<file path="config.mk">
export PLATFORM = sky130hd
export DESIGN_NAME = shift_unit_seq_flat
export DESIGN_NICKNAME = d
export VERILOG_FILES = /design/src/rtl/shift_unit_seq_if.sv /design/src/rtl/shift_unit_seq.sv /design/src/flat_wrapper.sv
export SDC_FILE = /design/constraint.sdc
export NUM_CORES = 1
export LEC_CHECK = 0
export ABC_AREA = 1
export BUFFER_PORTS_ARGS = -buffer_cell sky130_fd_sc_hd__buf_2
export CAP_MARGIN = 20
export CORE_MARGIN = 2
export CORE_UTILIZATION = 30
export DETAILED_ROUTE_END_ITERATION = 7
export PLACE_DENSITY = 0.46
export SYNTH_ARGS = -nofsm -noshare
export SYNTH_HDL_FRONTEND = slang
export SYNTH_SLANG_ARGS = --single-unit
</file>
<file path="constraint.sdc">
create_clock -name clk -period 2.2 [get_ports clk]
set_input_delay 0.44 -clock clk [delete_from_list [all_inputs] [get_ports clk]]
set_output_delay 0.44 -clock clk [all_outputs]
set_load 0.02 [all_outputs]
</file>
<file path="src/rtl/shift_unit_seq_if.sv">
// Request/response bundle for the sequential shift unit.
// The master drives the request and the result-ready. The slave (the unit) drives the
// handshake status and the result.
interface shift_unit_seq_if #(
    parameter int WIDTH = 32
);
    localparam int SHW = $clog2(WIDTH);

    logic             in_valid;
    logic             in_ready;
    logic [1:0]       op;
    logic [WIDTH-1:0] a;
    logic [WIDTH-1:0] b;
    logic [SHW-1:0]   shamt;
    logic             shamt_sel;
    logic             out_valid;
    logic             out_ready;
    logic [WIDTH-1:0] out;
    logic             busy;

    modport master (
        output in_valid,
        output op,
        output a,
        output b,
        output shamt,
        output shamt_sel,
        output out_ready,
        input  in_ready,
        input  out_valid,
        input  out,
        input  busy
    );

    modport slave (
        input  in_valid,
        input  op,
        input  a,
        input  b,
        input  shamt,
        input  shamt_sel,
        input  out_ready,
        output in_ready,
        output out_valid,
        output out,
        output busy
    );
endinterface

</file>
<file path="src/rtl/shift_unit_seq.sv">
// Multi-cycle barrel-less shifter: SLL / SRL / SRA / ROL by up to WIDTH-1 bit positions.
// Each SHIFT cycle moves the operand by at most STEP bits.
// A request is accepted in IDLE. The unit walks the remaining distance in SHIFT and
// presents the result in DONE until the consumer takes it.
// All handshake outputs and the result come straight from flops.
module shift_unit_seq #(
    parameter int WIDTH = 32,
    parameter int STEP  = 4
) (
    input  logic           clk,
    input  logic           rst,
    shift_unit_seq_if.slave bus
);
    localparam int SHW = $clog2(WIDTH);

    // STEP may equal WIDTH, so the per-cycle distance needs one extra bit.
    localparam logic [SHW:0]   STEP_W  = (SHW+1)'(STEP);
    localparam logic [SHW+1:0] WIDTH_W = (SHW+2)'(WIDTH);

    localparam logic [1:0] OP_SLL = 2'b00;
    localparam logic [1:0] OP_SRL = 2'b01;
    localparam logic [1:0] OP_SRA = 2'b10;
    localparam logic [1:0] OP_ROL = 2'b11;

    typedef enum logic [1:0] {
        S_IDLE  = 2'b00,
        S_SHIFT = 2'b01,
        S_DONE  = 2'b10
    } state_t;

    state_t           state_q;
    logic [1:0]       op_q;
    logic [WIDTH-1:0] work_q;
    logic [SHW-1:0]   rem_q;
    logic [WIDTH-1:0] out_q;
    logic             in_ready_q;
    logic             out_valid_q;
    logic             busy_q;

    logic [SHW-1:0]   sel_amt;
    logic [SHW:0]     step_amt;
    logic [SHW+1:0]   rot_back;
    logic [WIDTH-1:0] work_d;
    logic [SHW-1:0]   rem_d;

    // Pick the shift amount source; the register form uses only the low SHW bits of b.
    always_comb begin
        sel_amt = bus.shamt;
        if (bus.shamt_sel) begin
            sel_amt = bus.b[SHW-1:0];
        end else begin
            sel_amt = bus.shamt;
        end
    end

    // One SHIFT cycle: move the working value by min(remaining, STEP).
    always_comb begin
        step_amt = STEP_W;
        if ({1'b0, rem_q} < STEP_W) begin
            step_amt = {1'b0, rem_q};
        end else begin
            step_amt = STEP_W;
        end

        // Complementary distance for the wrapped-around part of a rotate.
        // A distance of zero gives WIDTH here, and a right shift by WIDTH yields zero.
        rot_back = WIDTH_W - {1'b0, step_amt};

        case (op_q)
            OP_SLL:  work_d = work_q << step_amt;
            OP_SRL:  work_d = work_q >> step_amt;
            OP_SRA:  work_d = $signed(work_q) >>> step_amt;
            OP_ROL:  work_d = (work_q << step_amt) | (work_q >> rot_back);
            default: work_d = work_q;
        endcase

        // step_amt never exceeds rem_q, so the truncation to SHW bits is lossless.
        rem_d = rem_q - step_amt[SHW-1:0];
    end

    // Control FSM with datapath registers and registered handshake outputs.
    always_ff @(posedge clk) begin
        if (rst) begin
            state_q     <= S_IDLE;
            op_q        <= OP_SLL;
            work_q      <= '0;
            rem_q       <= '0;
            out_q       <= '0;
            in_ready_q  <= 1'b1;
            out_valid_q <= 1'b0;
            busy_q      <= 1'b0;
        end else begin
            case (state_q)
                S_IDLE: begin
                    if (bus.in_valid) begin
                        op_q       <= bus.op;
                        in_ready_q <= 1'b0;
                        busy_q     <= 1'b1;
                        if (sel_amt == '0) begin
                            // Zero distance: the operand is already the answer.
                            out_q       <= bus.a;
                            rem_q       <= '0;
                            out_valid_q <= 1'b1;
                            state_q     <= S_DONE;
                        end else begin
                            work_q      <= bus.a;
                            rem_q       <= sel_amt;
                            out_valid_q <= 1'b0;
                            state_q     <= S_SHIFT;
                        end
                    end else begin
                        state_q <= S_IDLE;
                    end
                end

                S_SHIFT: begin
                    work_q <= work_d;
                    rem_q  <= rem_d;
                    if (rem_d == '0) begin
                        out_q       <= work_d;
                        out_valid_q <= 1'b1;
                        state_q     <= S_DONE;
                    end else begin
                        state_q <= S_SHIFT;
                    end
                end

                S_DONE: begin
                    if (bus.out_ready) begin
                        out_valid_q <= 1'b0;
                        in_ready_q  <= 1'b1;
                        busy_q      <= 1'b0;
                        state_q     <= S_IDLE;
                    end else begin
                        state_q <= S_DONE;
                    end
                end

                default: begin
                    // Unreachable encoding: fall back to a clean idle without a result.
                    state_q     <= S_IDLE;
                    rem_q       <= '0;
                    in_ready_q  <= 1'b1;
                    out_valid_q <= 1'b0;
                    busy_q      <= 1'b0;
                end
            endcase
        end
    end

    assign bus.in_ready  = in_ready_q;
    assign bus.out_valid = out_valid_q;
    assign bus.out       = out_q;
    assign bus.busy      = busy_q;

endmodule

</file>
<file path="src/flat_wrapper.sv">
// flat-port wrapper written by rule: the top's interface ports become plain ports
module shift_unit_seq_flat 
#(
    parameter int WIDTH = 32,
    parameter int STEP  = 4
)
  (clk, rst, bus_in_valid, bus_op, bus_a, bus_b, bus_shamt, bus_shamt_sel, bus_out_ready, bus_in_ready, bus_out_valid, bus_out, bus_busy);
  shift_unit_seq_if #(.WIDTH(WIDTH)) bus_i ();
  input  logic clk;
  input  logic rst;
  input wire logic [$bits(bus_i.in_valid)-1:0] bus_in_valid;
  input wire logic [$bits(bus_i.op)-1:0] bus_op;
  input wire logic [$bits(bus_i.a)-1:0] bus_a;
  input wire logic [$bits(bus_i.b)-1:0] bus_b;
  input wire logic [$bits(bus_i.shamt)-1:0] bus_shamt;
  input wire logic [$bits(bus_i.shamt_sel)-1:0] bus_shamt_sel;
  input wire logic [$bits(bus_i.out_ready)-1:0] bus_out_ready;
  output wire logic [$bits(bus_i.in_ready)-1:0] bus_in_ready;
  output wire logic [$bits(bus_i.out_valid)-1:0] bus_out_valid;
  output wire logic [$bits(bus_i.out)-1:0] bus_out;
  output wire logic [$bits(bus_i.busy)-1:0] bus_busy;
  assign bus_i.in_valid = bus_in_valid;
  assign bus_i.op = bus_op;
  assign bus_i.a = bus_a;
  assign bus_i.b = bus_b;
  assign bus_i.shamt = bus_shamt;
  assign bus_i.shamt_sel = bus_shamt_sel;
  assign bus_i.out_ready = bus_out_ready;
  assign bus_in_ready = bus_i.in_ready;
  assign bus_out_valid = bus_i.out_valid;
  assign bus_out = bus_i.out;
  assign bus_busy = bus_i.busy;
  shift_unit_seq #(.WIDTH(WIDTH), .STEP(STEP)) u_core (.clk(clk), .rst(rst), .bus(bus_i));
endmodule
</file>
==> metrics, run 1 <==
most common cell after layout, fill and taps aside=nand2_1; H-tree levels=3; placed cell count=1480; crit path launch type=flop; Detailed Route WL=about 27 mm; Hold Path Class=input pin to flop; Synth Cell Area=~6200 sq um; Layout fillers=between 2000 and 2500; hold depth=3; mean post-synth cell area=roughly 5.8 sq um; clock root cell=clkbuf_16; Buf+Inv Stages, Crit Path=3; crit path max fanout=9; Synth area leader=dfxtp_1; CP top delay family=simple AND/OR/NAND/NOR gates; CP max stage cell=dfxtp_2; Setup CP Type=flop to flop; Detailed Route Iter0 Violations=roughly 730; Post-Syn Instances=between 1000 and 1500; RSZ-0062 raised after global routing=yes; hold_buf cts=0; Worst Clk Skew=roughly 0.010 ns; Port Buf Inserts=between 80 and 90; worst path cell trace=nor2_4 -> nand2_2 -> inv_2 -> nand2_2 -> ha_4 -> inv_4 -> buf_6 -> o211ai_1 -> nand2_1 -> nand2_1 -> nand2_1 -> nand2_1 -> o21ai_1 -> a21oi_1; routed via count=roughly 7700; Clk pin slew, worst setup/hold paths=0.07 ns; Routed Antenna Nets=0; grt ovf=0; Hold Worst Slack=approximately 0.38 ns; Sink Count=76; Starting Density=~31%; Register Area=1525 sq um; clk_lat worst skew=between 0.3 and 0.4 ns; Final Max Slew Viols=0; top post-synthesis cells by area=dfxtp_1, nand2_1, a21oi_1; drt pass-1 iters=6; P per Cell Area=903.1 nW/um^2; synthesized netlist net count=around 1200; CP Data Arrival Time=between 2 and 3 ns; placer congestion estimate=slightly above 0.9; Nets=approximately 1300; async set-reset flop share out of synthesis=0%; Post-synth EDFFs=0; final setup fails=17; area of the multi-input gates=~4100 sq um; max incr delay on CP=between 0.3 and 0.4 ns; r2r worst-path depth=14; #FFs+latches synth=76; Synth top area share=about 24%; CTS Buf Count=9; synth unique cells=46; MaxCap Viol Count=0; status=complete, but fails checks; Post-route DRC=0; post-synthesis sequential area ratio=about a quarter; Leak=slightly above 4 nW; Final Non-Filler Cells=~1500; antenna violations before repair=0; Hold Vio Cnt, Final=0; io pins=between 100 and 150; Max IR drop VDD=between 0.4 and 0.5 mV; final design utilization=41.37%; detailed-route vias per instance=a little over 5; largest net degree at the start of global routing=65; CTS tree=built; layout cells sized above 1=28.11%; most frequent cells in the layout=nand2_1, inv_1, buf_4; CP required=between 2 and 2.5 ns; setup ws final=-0.03694 ns; CORE AREA=between 20000 and 25000 sq um; die area=roughly 22000 sq um; first-pass GRT wire length=roughly 40 mm; Synth Flop Type=dfxtp_1; fin crit share=101.7%; FF-to-FF setup slack=-0.04 ns; hold endpoint=u_core.work_q[28]$_SDFFE_PP0P_; TNS Setup=-0.1786 ns; row count=52; wire per inst=approximately 18 microns; Worst-Margin Slew=0.6637 ns; minimum clock period=2.237 ns; Tot Pwr=between 7 and 8 mW; Area Overhead vs Synth=34.88%; CP Capture Type=flop; Final HPWL DP=between 20 and 25 mm; failing checks=negative setup slack; Synth warnings=0; most numerous cell on the critical path=nand2_1; Die X-Extent=around 150 microns; number of global-route vias before repair=around 7000; Max-slew headroom=55.75%; fmax=447.0 MHz; Die Ht=148.3 microns; Reg-to-Reg End=u_core.bus.out[7]$_SDFFE_PP0P_; Max clock buf depth=2; Hold Crit Start=bus_a[28]; # diodes=0; total track usage=23.43%; Crit Reg-Reg Startpoint=u_core.rem_q[4]$_SDFFE_PP0P_
[stage by stage]
stage / setup slack [ns] / instance area (sq um)
6_report: -0.03694 / 8424
3_3_place_gp: -0.06692 / 7642
2_1_floorplan: -0.01002 / 6289
5_1_grt: -0.1400 / 8424
4_1_cts: -0.003558 / 7950
3_5_place_dp: -0.08014 / 7642
[layout make-up]
cell class,count,area share (%)
sequential,76,18.10
inverter,129,5.926
clock inverter,6,0.6386
timing repair buffer,208,19.26
clock buffer,10,2.837
tap,270,4.010
multi-input combinational,809,49.22
[cells by family (layout without fill, tap and decap cells)]
group	count (synthesis)	after routing	share of synthesized area [%]
simple gates	502	502	34.82
compound gates	301	301	26.48
buf+inv	190	353	13.42
flops	76	76	24.36
fa+ha+maj	2	2	0.4006
mux	2	2	0.3205
other cells	1	1	0.06004
xor+xnor	1	1	0.1402
[tightest hold or removal path: stages]
cell and delay [ns]:
buf_2 0.07, o21ai_1 0.07, a21oi_1 0.11
[what timing repair did]
| action | 4_1_cts | 5_1_grt |
|---|---|---|
| setup buffers | 0 | 6 |
| gates cloned | 0 | 6 |
| pin swaps | 0 | 29 |
| resized for setup | 4 | 85 |
| setup endpoints to repair | 50 | 62 |
[state kept, by name, summed over array words and instances, names as in the netlist]
| signal | count |
|---|---|
| u_core.state_q | 2 |
| u_core.work_q | 32 |
| u_core.bus.busy | 1 |
| u_core.bus.out | 32 |
| u_core.bus.in_ready | 1 |
| u_core.op_q | 2 |
| u_core.bus.out_valid | 1 |
| u_core.rem_q | 5 |
[Yosys cell counts, types with 2 or more instances]
library cell	number
nand2_1	337
inv_1	109
a21oi_1	104
o21ai_0	93
dfxtp_1	76
nand3_1	57
o21ai_1	48
nor2_1	42
clkbuf_1	28
nand2_2	18
inv_2	17
o211ai_1	16
buf_2	15
nand4_1	14
buf_6	13
or2_2	11
a31oi_1	10
o22ai_1	8
nand3b_1	6
o21ai_2	5
nor3_1	4
a22oi_1	3
buf_1	3
nor2_2	3
o21a_1	3
o21bai_1	3
buf_4	2
clkinv_1	2
ha_1	2
mux2i_1	2
nand2_4	2
nand3_4	2
nor2_4	2
o2111ai_1	2
o211ai_2	2
[routing by layer]
layer  global-route usage [%]  up-vias  share of wire, %
met2                    35.72      262                44
met3                    2.975       34               6.3
met5                        0        -                 0
li1                         -     3852                 -
met1                    34.89     3547                48
met4                    5.762        0               2.1
[how the worst max path moves through the flow]
stage / startpoint / endpoint / slack, ns / cells past startpoint
after global routing: u_core.rem_q[4]$_SDFFE_PP0P_ / u_core.bus.out[1]$_SDFFE_PP0P_ / -0.14 / 15
after CTS: u_core.rem_q[3]$_SDFFE_PP0P_ / u_core.bus.out[7]$_SDFFE_PP0P_ / -0.004 / 12
after global placement: u_core.rem_q[3]$_SDFFE_PP0P_ / u_core.bus.out[7]$_SDFFE_PP0P_ / -0.07 / 12
after detailed placement: u_core.rem_q[3]$_SDFFE_PP0P_ / u_core.bus.out[13]$_SDFFE_PP0P_ / -0.08 / 15
final: u_core.rem_q[4]$_SDFFE_PP0P_ / u_core.bus.out[7]$_SDFFE_PP0P_ / -0.04 / 14
after floorplan: u_core.rem_q[3]$_SDFFE_PP0P_ / u_core.work_q[0]$_SDFFE_PP0P_ / -0.01 / 20
[report_power, final]
group | internal [mW] | switching, mW | total (mW)
registers | 1.58 | 0.141 | 1.72
logic | 1.66 | 2.70 | 4.36
clock network | 0.819 | 0.707 | 1.53
total | 4.06 | 3.55 | 7.61
Note: power is estimated with default switching activity, not from simulation.
==> inputs of run 2 (changes only) <==
Settings changed: BUFFER_PORTS_ARGS -buffer_cell sky130_fd_sc_hd__buf_2 to -buffer_cell sky130_fd_sc_hd__buf_4, TNS_END_PERCENT from default to 10.
==> run 2 against run 1 <==
Compared with the run above: the run now ends clean; setup slack better by 0.042 ns; combinational power about the same; hold slack got worse by 0.0038 ns; count of clock-buffer cells in the layout shrank 1; sequential cell count stayed put; critical endpoint is now u_core.bus.out[5]$_SDFFE_PP0P_; die area stayed put.
==> metrics, run 2 (synthesized netlist as in run 1, its figures left out) <==
H-tree levels=3 (unchanged); clock root cell=clkbuf_16; Sink Count=76 (unchanged); Hold Crit Start=bus_a[2]; Die Ht=148.3 microns (unchanged); Tot Pwr=7.618 mW (+0.13%); placer congestion estimate=0.9401 (+1.4%); wire per inst=17.62 microns (-2.4%); antenna violations before repair=1 (+1); Setup CP Type=flop to flop; Worst Clk Skew=0.005889 ns (-0.004154 ns); io pins=111 (unchanged); layout cells sized above 1=27.57% (-0.54 points); Crit Reg-Reg Startpoint=u_core.rem_q[3]$_SDFFE_PP0P_; detailed-route vias per instance=5.114 (+0.21%); MaxCap Viol Count=0 (unchanged); Starting Density=30.67% (unchanged); number of global-route vias before repair=7063 (+0.11%); RSZ-0062 raised after global routing=yes; worst slack at placement=-0.1553 ns (-0.07515 ns); most frequent cells in the layout=nand2_1, buf_4, inv_1; DP Area=7883 sq um (+3.1%); placed cell count=1476 (-0.27%); Hold Path Class=input pin to flop; Max clock buf depth=2 (unchanged); Nets=1299 (-0.92%); Detailed Route WL=26.38 mm (-3.1%); most common cell after layout, fill and taps aside=nand2_1; Post-route DRC=0 (unchanged); setup ws final=0.004930 ns (+0.04187 ns); clk_lat worst skew=0.35 ns (about the same); crit path max fanout=10 (+1); first-pass GRT wire length=40.45 mm (+1.3%); total track usage=23.74% (+0.31 points); Final Cell Area=8466 sq um (+0.49%); CORE AREA=20360 sq um (unchanged); Clk pin slew, worst setup/hold paths=0.07 ns (about the same); CTS Buf Count=9 (unchanged); Routed Antenna Nets=0 (unchanged); routed via count=7655 (-0.52%); CP startpoint=u_core.rem_q[3]$_SDFFE_PP0P_; minimum clock period=2.195 ns (-0.04187 ns); CP required=2.49 ns (about the same); CTS tree=built; Die X-Extent=148.3 microns (unchanged); drt pass-1 iters=5 (-1); grt ovf=0 (unchanged); Area Overhead vs Synth=35.54%; Leak=4.081 nW (-0.35%); fmax=455.6 MHz (+1.9%); CP Capture Type=flop; Detailed Route Iter0 Violations=658 (-10%); CP Data Arrival Time=2.48 ns (-0.04 ns); Final Non-Filler Cells=1497 (-0.73%); row count=52 (unchanged); Final HPWL DP=20.45 mm (+2.1%); Hold Vio Cnt, Final=0 (unchanged); die area=21990 sq um (unchanged); largest net degree at the start of global routing=56 (-14%); crit path launch type=flop; P per Cell Area=899.8 nW/um^2 (-0.36%); Max-slew headroom=55.82% (+0.064 points); Max IR drop VDD=0.4702 mV (+16%); TNS Setup=0 ns (+0.1786 ns); final setup fails=0 (-17); Port Buf Inserts=83 (unchanged); Worst-Margin Slew=0.6583 ns (-0.005373 ns); fin crit share=99.78% (-1.9 points); Final Max Slew Viols=0 (unchanged); status=completed
## run 2: changes by cell type in the layout (fill, tap and decap cells not counted), sizes merged
cell | before | now
inv | 131 | 133
clkinvlp | 1 | 0
buf | 203 | 195
diode | 0 | 1
clkbuf | 15 | 10
## run 2: path summary, 6_finish.rpt
| check | to | slack (ns) | depth (start not counted) |
|---|---|---|---|
| hold / removal | u_core.work_q[2]$_SDFFE_PP0P_ | 0.38 | 3 |
| setup reg to reg | u_core.bus.out[5]$_SDFFE_PP0P_ | 0.005 | 14 |
| setup / recovery | u_core.bus.out[5]$_SDFFE_PP0P_ | 0.005 | 14 |
| hold reg to reg | u_core.bus.in_ready$_SDFFE_PP1P_ | 0.46 | 2 |
## run 2: timing repair
item / in CTS / in global routing
pin swaps: 3 / 22
cloned: 0 / 1
hold buffers: 0 / 0
setup buffers: 0 / 3
endpoints found under the setup margin: 45 / 59
gates resized for setup: 5 / 70
## run 2: power breakdown
part | internal (mW) | total, mW | leakage [nW] | switching [mW]
Sequential | 1.58 | 1.72 | 0.629 | 0.140
Combinational | 1.67 | 4.33 | 3.30 | 2.66
Clock | 0.813 | 1.57 | 0.150 | 0.756
Total | 4.06 | 7.62 | 4.08 | 3.55
## run 2: cell type report
class | instances | area, sq um
antenna | 1 | 2.502
fill | 2261 | 11900
sequential | 76 | 1525
inverter | 129 | 499.2
multi-input combinational | 809 | 4113
timing repair buffer | 196 | 1687
tap | 270 | 337.8
clock inverter | 7 | 76.32
clock buffer | 9 | 225.2
## run 2: through the flow
stage | hold WS [ns] | util, %
final | 0.3761 | 41.57
after CTS | 0.3602 | 40.27
after detailed placement | 0.4578 | 38.71
after global placement | 0.4513 | 38.71
after floorplan | 0.4803 | -
after global routing | 0.3832 | 41.56
## run 2: per-layer routing
| metal | GRT usage [%] | vias to the layer above | wire length [microns] |
|---|---|---|---|
| met3 | 4.080 | 45 | 2024 |
| met2 | 35.46 | 298 | 11260 |
| met1 | 35.08 | 3482 | 12540 |
| met4 | 6.333 | 0 | 553 |
| li1 | - | 3830 | - |
| met5 | 0 | - | 0 |
## run 2: critical path, cell delays in order, from the launching register on
cell and delay, ns:
dfxtp_2 0.34, nor2_4 0.18, nand2_4 0.09, inv_4 0.07, nand2_4 0.05, ha_4 0.33, inv_8 0.06, buf_12 0.13
a21oi_1 0.14, o21ai_1 0.07, o21ai_0 0.09, nand2_1 0.21, nand3_2 0.11, o21ai_0 0.12, a21oi_1 0.14
